<file path="config.mk">
export PLATFORM = sky130hd
export DESIGN_NAME = semis_sd_dac
export DESIGN_NICKNAME = d
export VERILOG_FILES = /design/src/rtl/semis_dac_pkg.sv /design/src/rtl/semis_sample_fifo.sv /design/src/rtl/semis_sd_dac.sv
export SDC_FILE = /design/constraint.sdc
export NUM_CORES = 1
export LEC_CHECK = 0
export ABC_AREA = 1
export CAP_MARGIN = 0
export CORE_UTILIZATION = 40
export DETAILED_ROUTE_END_ITERATION = 10
export PLACE_DENSITY_LB_ADDON = 0.25
export SETUP_SLACK_MARGIN = 0.5
export SLEW_MARGIN = 20
export SYNTH_ARGS = -nofsm -noshare
export SYNTH_HDL_FRONTEND = slang
export SYNTH_SLANG_ARGS = --single-unit
</file>
<file path="constraint.sdc">
create_clock -name clk -period 1.75 [get_ports clk]
set_input_delay 0.35 -clock clk [delete_from_list [all_inputs] [get_ports clk]]
set_output_delay 0.35 -clock clk [all_outputs]
set_load 0.05 [all_outputs]
</file>
<file path="src/rtl/semis_dac_pkg.sv">
// Shared types and defaults for the sigma-delta DAC and its input buffer.
package semis_dac_pkg;

  localparam int DEF_WIDTH    = 8;
  localparam int DEF_OSR_LOG2 = 4;
  localparam int FIFO_DEPTH   = 2;

  typedef enum logic {
    IDLE = 1'b0,
    RUN  = 1'b1
  } dac_state_e;

endpackage

</file>
<file path="src/rtl/semis_sample_fifo.sv">
// Two-entry sample buffer with a registered occupancy count.
// Pushes when full and pops when empty are ignored.
module semis_sample_fifo
  import semis_dac_pkg::*;
#(
  parameter int WIDTH = DEF_WIDTH
) (
  input  logic             clk,
  input  logic             rst_n,
  input  logic             push,
  input  logic [WIDTH-1:0] push_data,
  input  logic             pop,
  output logic [WIDTH-1:0] head_data,
  output logic [1:0]       count
);

  localparam logic [1:0] FULL_COUNT = 2'(FIFO_DEPTH);

  logic [WIDTH-1:0] mem_q [FIFO_DEPTH];
  logic [WIDTH-1:0] mem_d [FIFO_DEPTH];
  logic             wr_ptr_q, wr_ptr_d;
  logic             rd_ptr_q, rd_ptr_d;
  logic [1:0]       count_q, count_d;
  logic             do_push, do_pop;

  // Next-state for storage, pointers and count; push+pop keeps count and order.
  always_comb begin
    do_push  = push && (count_q != FULL_COUNT);
    do_pop   = pop && (count_q != 2'd0);
    mem_d    = mem_q;
    wr_ptr_d = wr_ptr_q;
    rd_ptr_d = rd_ptr_q;
    if (do_push) begin
      mem_d[wr_ptr_q] = push_data;
      wr_ptr_d        = ~wr_ptr_q;
    end
    if (do_pop) begin
      rd_ptr_d = ~rd_ptr_q;
    end
    count_d = count_q + 2'(do_push) - 2'(do_pop);
  end

  // State registers with synchronous active-low clear.
  always_ff @(posedge clk) begin
    if (!rst_n) begin
      for (int i = 0; i < FIFO_DEPTH; i++) begin
        mem_q[i] <= '0;
      end
      wr_ptr_q <= 1'b0;
      rd_ptr_q <= 1'b0;
      count_q  <= 2'd0;
    end else begin
      mem_q    <= mem_d;
      wr_ptr_q <= wr_ptr_d;
      rd_ptr_q <= rd_ptr_d;
      count_q  <= count_d;
    end
  end

  assign head_data = mem_q[rd_ptr_q];
  assign count     = count_q;

endmodule

</file>
<file path="src/rtl/semis_sd_dac.sv">
// First-order sigma-delta DAC: buffered samples in, registered 1-bit
// pulse-density stream out. Each sample is held for 2^OSR_LOG2 cycles and the
// accumulator is never cleared between samples so residual error carries over.
module semis_sd_dac
  import semis_dac_pkg::*;
#(
  parameter int WIDTH    = DEF_WIDTH,
  parameter int OSR_LOG2 = DEF_OSR_LOG2
) (
  input  logic             clk,
  input  logic             rst_n,
  input  logic             ena,
  input  logic             in_valid,
  input  logic [WIDTH-1:0] in_data,
  output logic             in_ready,
  output logic             dac_out,
  output logic             underrun,
  output logic             busy
);

  localparam logic [OSR_LOG2-1:0] CNT_MAX = {OSR_LOG2{1'b1}};

  dac_state_e          state_q, state_d;
  logic [WIDTH-1:0]    cur_q, cur_d;
  logic [WIDTH-1:0]    acc_q, acc_d;
  logic [OSR_LOG2-1:0] cnt_q, cnt_d;
  logic                dac_q, dac_d;
  logic                underrun_q, underrun_d;
  logic [WIDTH:0]      sum;

  logic                fifo_rst_n;
  logic                fifo_push;
  logic                fifo_pop;
  logic [WIDTH-1:0]    fifo_head;
  logic [1:0]          fifo_count;
  logic                fifo_empty;

  // Disabling the block flushes the buffer exactly like a reset does.
  assign fifo_rst_n = rst_n && ena;
  assign in_ready   = (fifo_count != 2'(FIFO_DEPTH));
  assign fifo_empty = (fifo_count == 2'd0);
  assign fifo_push  = in_valid && in_ready;

  semis_sample_fifo #(
    .WIDTH(WIDTH)
  ) u_fifo (
    .clk      (clk),
    .rst_n    (fifo_rst_n),
    .push     (fifo_push),
    .push_data(in_data),
    .pop      (fifo_pop),
    .head_data(fifo_head),
    .count    (fifo_count)
  );

  // Sequencing: IDLE waits for the first sample, RUN accumulates every cycle
  // and swaps in the next sample only on the last cycle of the period.
  always_comb begin
    state_d    = state_q;
    cur_d      = cur_q;
    acc_d      = acc_q;
    cnt_d      = cnt_q;
    dac_d      = dac_q;
    underrun_d = 1'b0;
    fifo_pop   = 1'b0;
    sum        = {1'b0, acc_q} + {1'b0, cur_q};
    case (state_q)
      IDLE: begin
        dac_d = 1'b0;
        if (!fifo_empty) begin
          fifo_pop = 1'b1;
          cur_d    = fifo_head;
          acc_d    = '0;
          cnt_d    = '0;
          state_d  = RUN;
        end
      end
      RUN: begin
        acc_d = sum[WIDTH-1:0];
        dac_d = sum[WIDTH];
        cnt_d = cnt_q + 1'b1;
        if (cnt_q == CNT_MAX) begin
          if (!fifo_empty) begin
            fifo_pop = 1'b1;
            cur_d    = fifo_head;
          end else begin
            underrun_d = 1'b1;
          end
        end
      end
      default: begin
        state_d = IDLE;
      end
    endcase
  end

  // Registers; reset and disable win over every other event on the edge.
  always_ff @(posedge clk) begin
    if (!rst_n || !ena) begin
      state_q    <= IDLE;
      cur_q      <= '0;
      acc_q      <= '0;
      cnt_q      <= '0;
      dac_q      <= 1'b0;
      underrun_q <= 1'b0;
    end else begin
      state_q    <= state_d;
      cur_q      <= cur_d;
      acc_q      <= acc_d;
      cnt_q      <= cnt_d;
      dac_q      <= dac_d;
      underrun_q <= underrun_d;
    end
  end

  assign dac_out  = dac_q;
  assign underrun = underrun_q;
  assign busy     = (state_q == RUN);

endmodule
</file>
# Word-level counts from Yosys, hierarchy flattened
# Cells that the tools add are included.
dict set report totals {
  ff_bits 43
  inputBits 12
}
dict set report op_classes {
  muxes 19
  add_sub_neg 4
  n_eq_ne 4
  n_bitwise 6
  order_cmp 3
  n_reduce_logical 11
}
# op count
set ops {}
lappend ops {{$mux W8} 7}
lappend ops {{$pmux W8 S2} 2}
lappend ops {{$bwmux W16} 1}
lappend ops {{$add A8 B8 Y9} 1}
lappend ops {{$demux W8 S1} 1}
lappend ops {{$pmux W4 S2} 1}
lappend ops {{$logic_and A1 B1 Y1} 5}
lappend ops {{$add A4 B1 Y4 const B} 1}
lappend ops {{$eq A4 B4 Y1 const B} 1}
lappend ops {{$ge A2 B2 Y1 const B} 2}
lappend ops {{$mux W1} 4}
lappend ops {{$mux W4} 1}
lappend ops {{$ne A2 B2 Y1 const B} 2}
lappend ops {{$not A1 Y1} 4}
lappend ops {{$not A1 Y2} 2}
lappend ops {{$pmux W1 S2} 2}
lappend ops {{$reduce_or A3 Y1} 1}
lappend ops {{$add A2 B1 Y2} 1}
lappend ops {{$logic_not A1 Y1} 2}
lappend ops {{$logic_not A2 Y1} 1}
lappend ops {{$lt A2 B1 Y1 const B} 1}
lappend ops {{$ne A2 B1 Y1 const B} 1}
lappend ops {{$reduce_bool A2 Y1} 1}
lappend ops {{$sub A2 B1 Y2} 1}
lappend ops {{$logic_or A1 B1 Y1} 1}

# Depth between registers and ports, before layout
# Gate-level depths: netlist of run 1.
dict set report logic_depth {
  ltp_word 7
  depth_mapped 12
}

# Hierarchy
# Synthesis of run 1 repeated with hierarchy kept, for this count alone.
dict set report hier_totals {
  hier_cells 338
  area_unflattened_um2 2318.5
}
# module n_inst cells_each seq_area_each_um2 area_per_inst_um2
set by_module_without_submodules {}
lappend by_module_without_submodules {semis_sd_dac 1 164 460.4 1177.4}
lappend by_module_without_submodules {semis_sample_fifo 1 174 400.4 1141.1}

# Worst setup path before layout of run 1
# Ideal clock, no wire load.
dict set report synth_timing {
  path_kind {register -> register}
  startpoint {reg state_q (netlist: busy)}
  endpoint {reg u_fifo.count_q[1] (netlist: u_fifo.count[1])}
  path_stages_with_launch 11
  required_ns 1.630
  setup_time_ns 0.120
  setup_slack_ns -0.262
  arrival_ns 1.892
  path_buffers 1
  path_cell_list {dfxtp_1 -> nand2_2 -> nand2_4 -> inv_6 -> buf_8 -> ha_1 -> inv_1 -> ha_1 -> xor2_1 -> o21ai_0 -> a21oi_1}
}
dict set report synth_via {
  elab_chain_cells 4
}
# item line
set synth_lines {}
lappend synth_lines {{start, declared} semis_sd_dac.sv:23} ;# dac_state_e state_q, state_d;
lappend synth_lines {{start signal, assigned} semis_sd_dac.sv:107} ;# state_q <= state_d;
lappend synth_lines {{$not A1 Y1} --}
lappend synth_lines {{$pmux W1 S2 (*)} semis_sd_dac.sv:67} ;# case (state_q)
lappend synth_lines {{$logic_and A1 B1 Y1 (*)} semis_sample_fifo.sv:29} ;# do_pop = pop && (count_q != 2'd0);
lappend synth_lines {{named net u_fifo.do_pop} semis_sample_fifo.sv:24} ;# logic do_push, do_pop;
lappend synth_lines {{$sub A2 B1 Y2 (*)} semis_sample_fifo.sv:40} ;# count_d = count_q + 2'(do_push) - 2'(do_pop);
lappend synth_lines {{end signal, assigned} semis_sample_fifo.sv:56} ;# count_q <= count_d;
lappend synth_lines {{end, declared} semis_sample_fifo.sv:23} ;# logic [1:0] count_q, count_d;
# Mark *: on every way through the listed nets, which the timed path passes. The rest lies on a longest branch.
# A chain may end at the register's enable or synchronous reset.

# Worst setup path after layout of run 1
dict set report layout_timing {
  startpoint {reg cnt_q[1]}
  endpoint {reg u_fifo.count_q[1] (netlist: u_fifo.count[1])}
}
dict set report layout_via {
  elab_chain_cells 5
}
# item line
set layout_lines {}
lappend layout_lines {{start, declared} semis_sd_dac.sv:26} ;# logic [OSR_LOG2-1:0] cnt_q, cnt_d;
lappend layout_lines {{start signal, assigned} semis_sd_dac.sv:110} ;# cnt_q <= cnt_d;
lappend layout_lines {{$eq A4 B4 Y1} semis_sd_dac.sv:82} ;# if (cnt_q == CNT_MAX) begin
lappend layout_lines {{$mux W1} semis_sd_dac.sv:82}
lappend layout_lines {{$pmux W1 S2} semis_sd_dac.sv:67}
lappend layout_lines {{$logic_and A1 B1 Y1} semis_sample_fifo.sv:29}
lappend layout_lines {{$sub A2 B1 Y2} semis_sample_fifo.sv:40}
# No other way between the ends.

==> results of run 1 <==
==> final timing paths <==
check	from	end	slack [ns]	depth (start not counted)
worst min register to register	u_fifo.mem_q[5]	cur_q[5]	0.47	2
worst min-delay path	u_fifo.mem_q[5]	cur_q[5]	0.47	2
worst max-delay path	cnt_q[1]	u_fifo.count[1]	0.12	11
worst max register to register	cnt_q[1]	u_fifo.count[1]	0.12	11
==> cell usage in the layout, fill, tap and decap left out, drive strengths merged <==
cell	synthesis	final
clkdlybuf4s50	0	11
xor2	1	1
fa	1	1
clkbuf	3	7
and2	1	1
a31oi	8	8
nand3	18	18
dfxtp	43	43
nand3b	1	1
or2	2	2
o21ai	22	22
inv	20	20
nor3	1	1
buf	5	24
bufinv	0	1
nand2	70	70
bufbuf	0	1
a211oi	1	1
a21oi	28	28
nor2	25	25
clkinv	1	1
ha	11	11
==> per-layer routing <==
metal  GRT usage  routed length [um]  vias up
met1      0.2194                2124      822
met2      0.3105                2102       20
met4     0.06536                  81        0
met3     0.04558                  93        8
li1            -                   -      937
met5           0                   0        -
==> registers in the layout (all words and copies together), names as in the netlist <==
name             flops
dac_out              1
u_fifo.rd_ptr_q      1
cnt_q                4
busy                 1
u_fifo.wr_ptr_q      1
underrun             1
cur_q                8
acc_q                8
u_fifo.count         2
u_fifo.mem_q        16
==> through the flow <==
step / power (mW) / setup WS, ns / instance area [um^2]
final: 2.733 / 0.1239 / 2853
after global placement: 1.625 / 0.1526 / 2313
after CTS: 2.661 / 0.1283 / 2680
after detailed placement: 1.627 / 0.1161 / 2313
after global routing: 2.882 / 0.04429 / 2853
after floorplan: 1.509 / 0.04199 / 2078
==> logic make-up after synthesis <==
kind of cell / Yosys count / share of synthesized area
xor gates and xnor gates: 1 / 0.004370
adders and majority gates: 12 / 0.07865
buffers and inverters: 29 / 0.06865
and+or+nand+nor: 118 / 0.2597
AOI/OAI and AO/OA: 59 / 0.1592
DFF: 43 / 0.4295
==> power groups by stage <==
stage,sequential [mW],clock [mW],combinational [mW]
6_report,1.09,0.860,0.788
5_1_grt,1.09,0.915,0.873
4_1_cts,1.08,0.884,0.696
3_5_place_dp,1.09,0,0.536
3_3_place_gp,1.09,0,0.534
2_1_floorplan,1.09,0,0.417
==> timing repair <==
action	4_1_cts	5_1_grt
gates resized for setup	42	24
pin swaps	10	11
endpoints found under the setup margin	21	40
cloned	1	0
buffers inserted	8	5
endpoints found under the hold margin	0	0
==> worst max-delay path: stages, from the launching register on <==
cell,delay (ns)
dfxtp_4,0.36
ha_4,0.17
nand3_4,0.09
nand2_4,0.05
nand2_4,0.07
inv_6,0.04
ha_4,0.25
inv_2,0.03
ha_4,0.15
xor2_2,0.14
o21ai_1,0.12
a21oi_1,0.05
==> area by class of cell <==
type                    instances  share of cell area
repair buffers                 36              0.1386
multi-input cells             190              0.4478
inverters                      21             0.02939
clock buffers                   7             0.03421
flip-flops and latches         43              0.3101
clock inverters                 1             0.01053
well taps                      67             0.02939
==> reports/qor.yml, run 1 <==
synth_common_cells: "nand2_1, dfxtp_1, a21oi_1"
min_period_over_period: 0.9292
clockRootBuffer: "clkbuf_8"
critical_path_class: "reg2reg"
ir_drop_mv: 0.7098
maxClockFrequency_mhz: 615.0
drv_cap: 0
routed_wirelength_um: 4402
p_sw_frac: 0.2892
synthCells: 262
cts_max_path_buffers: 2
gp_congestion: 0.7318
critPathCaptureType: "flip-flop"
power_frac_seq: 0.397
syn-num-nets: 286
vias_per_cell: 4.896
design.portCount: 16
yosysUniqueCellTypes: 33
crit_fanout: 3
yosysMostFrequentCell: "nand2_1"
dieHeight_um: 72.79
synthesis.area_um2: 2004
grt.total_usage: 0.1811
tightest_slew_ns: 0.2634
num_antenna_cells: 0
cellPowerDensity_nw_per_um2: 958.2
ys.flop_type: "dfxtp_1"
cts-buffers-inserted: 5
internal-power_mw: 1.943
synth_top_area_share: 0.4295
crit_path_start_kind: "flip-flop"
seq_area_um2: 884.6
syn_area_per_cell_um2: 7.650
io_buffers: 15
hpwl_um: 2861
slew_headroom: 0.8244
drtIter0Drc: 86
grt_pass1_wl_um: 7334
netSwitchingPower_mw: 0.7906
cts_htree_levels: 2
path_clk_slew_ns: 0.09
drc: 0
fp-row-count: 25
ys_seq_area_frac: 0.4295
setup-tns-final_ns: 0
start_util: 0.4188
cts_sinks: 43
avgRoutedWirePerCell_um: 12.06
area_delta_synth_final_pct: 42.32
cts_tree: "yes"
final_nets: 321
outcome: "completed"
clock_skew_ns: 0.01058
finalMaxSlewViolations: 0
grt_pass1_vias: 1620
leakage_nw: 1.087
antenna_found_initial: 0
cp.required_ns: 1.94
rsz0062_at_grt: "yes"
holdBufCountCts: 0
cp.arrival_ns: 1.81
grt_max_degree: 22
gr-total-overflow: 0
p_comb_frac: 0.288
setup_viol: 0
worstHoldPathType: "reg2reg"
period_needed_ns: 1.626
fillers: 422
core_area_um2: 4786
clkLatencyLatePin_ns: 0.30
synth-seq-cells: 43
whs_ns: 0.4658
hold_violations: 0
die_area_um2: 5298
drt_pass1_iterations: 4
ys_warn_count: 0
multi_input_area_um2: 1277
fin_util: 0.5961
finalNonFillerCells: 365
synth_top_area_cell: "dfxtp_1"
final_antenna_net_count: 0
synth-edff-count: 0
drive_gt1_frac: 0.3322
synth_area_leaders: "dfxtp_1, nand2_1, ha_1"
async_flop_share: 0
clockPowerShare: 0.315
vias: 1787
dieWidth_um: 72.79
place_inst: 343
Note: power is estimated with default switching activity, not from simulation.
==> run 2: changes to the inputs <==
--- a/config.mk
+++ b/config.mk
@@ -11,6 +11,7 @@
 export DETAILED_ROUTE_END_ITERATION = 10
 export PLACE_DENSITY_LB_ADDON = 0.25
 export SETUP_SLACK_MARGIN = 0.5
+export SKIP_LAST_GASP = 1
 export SLEW_MARGIN = 20
 export SYNTH_ARGS = -nofsm -noshare
 export SYNTH_HDL_FRONTEND = slang
==> results of run 2 <==
The final DEF is identical to that of run 1; final timing and power are the same.
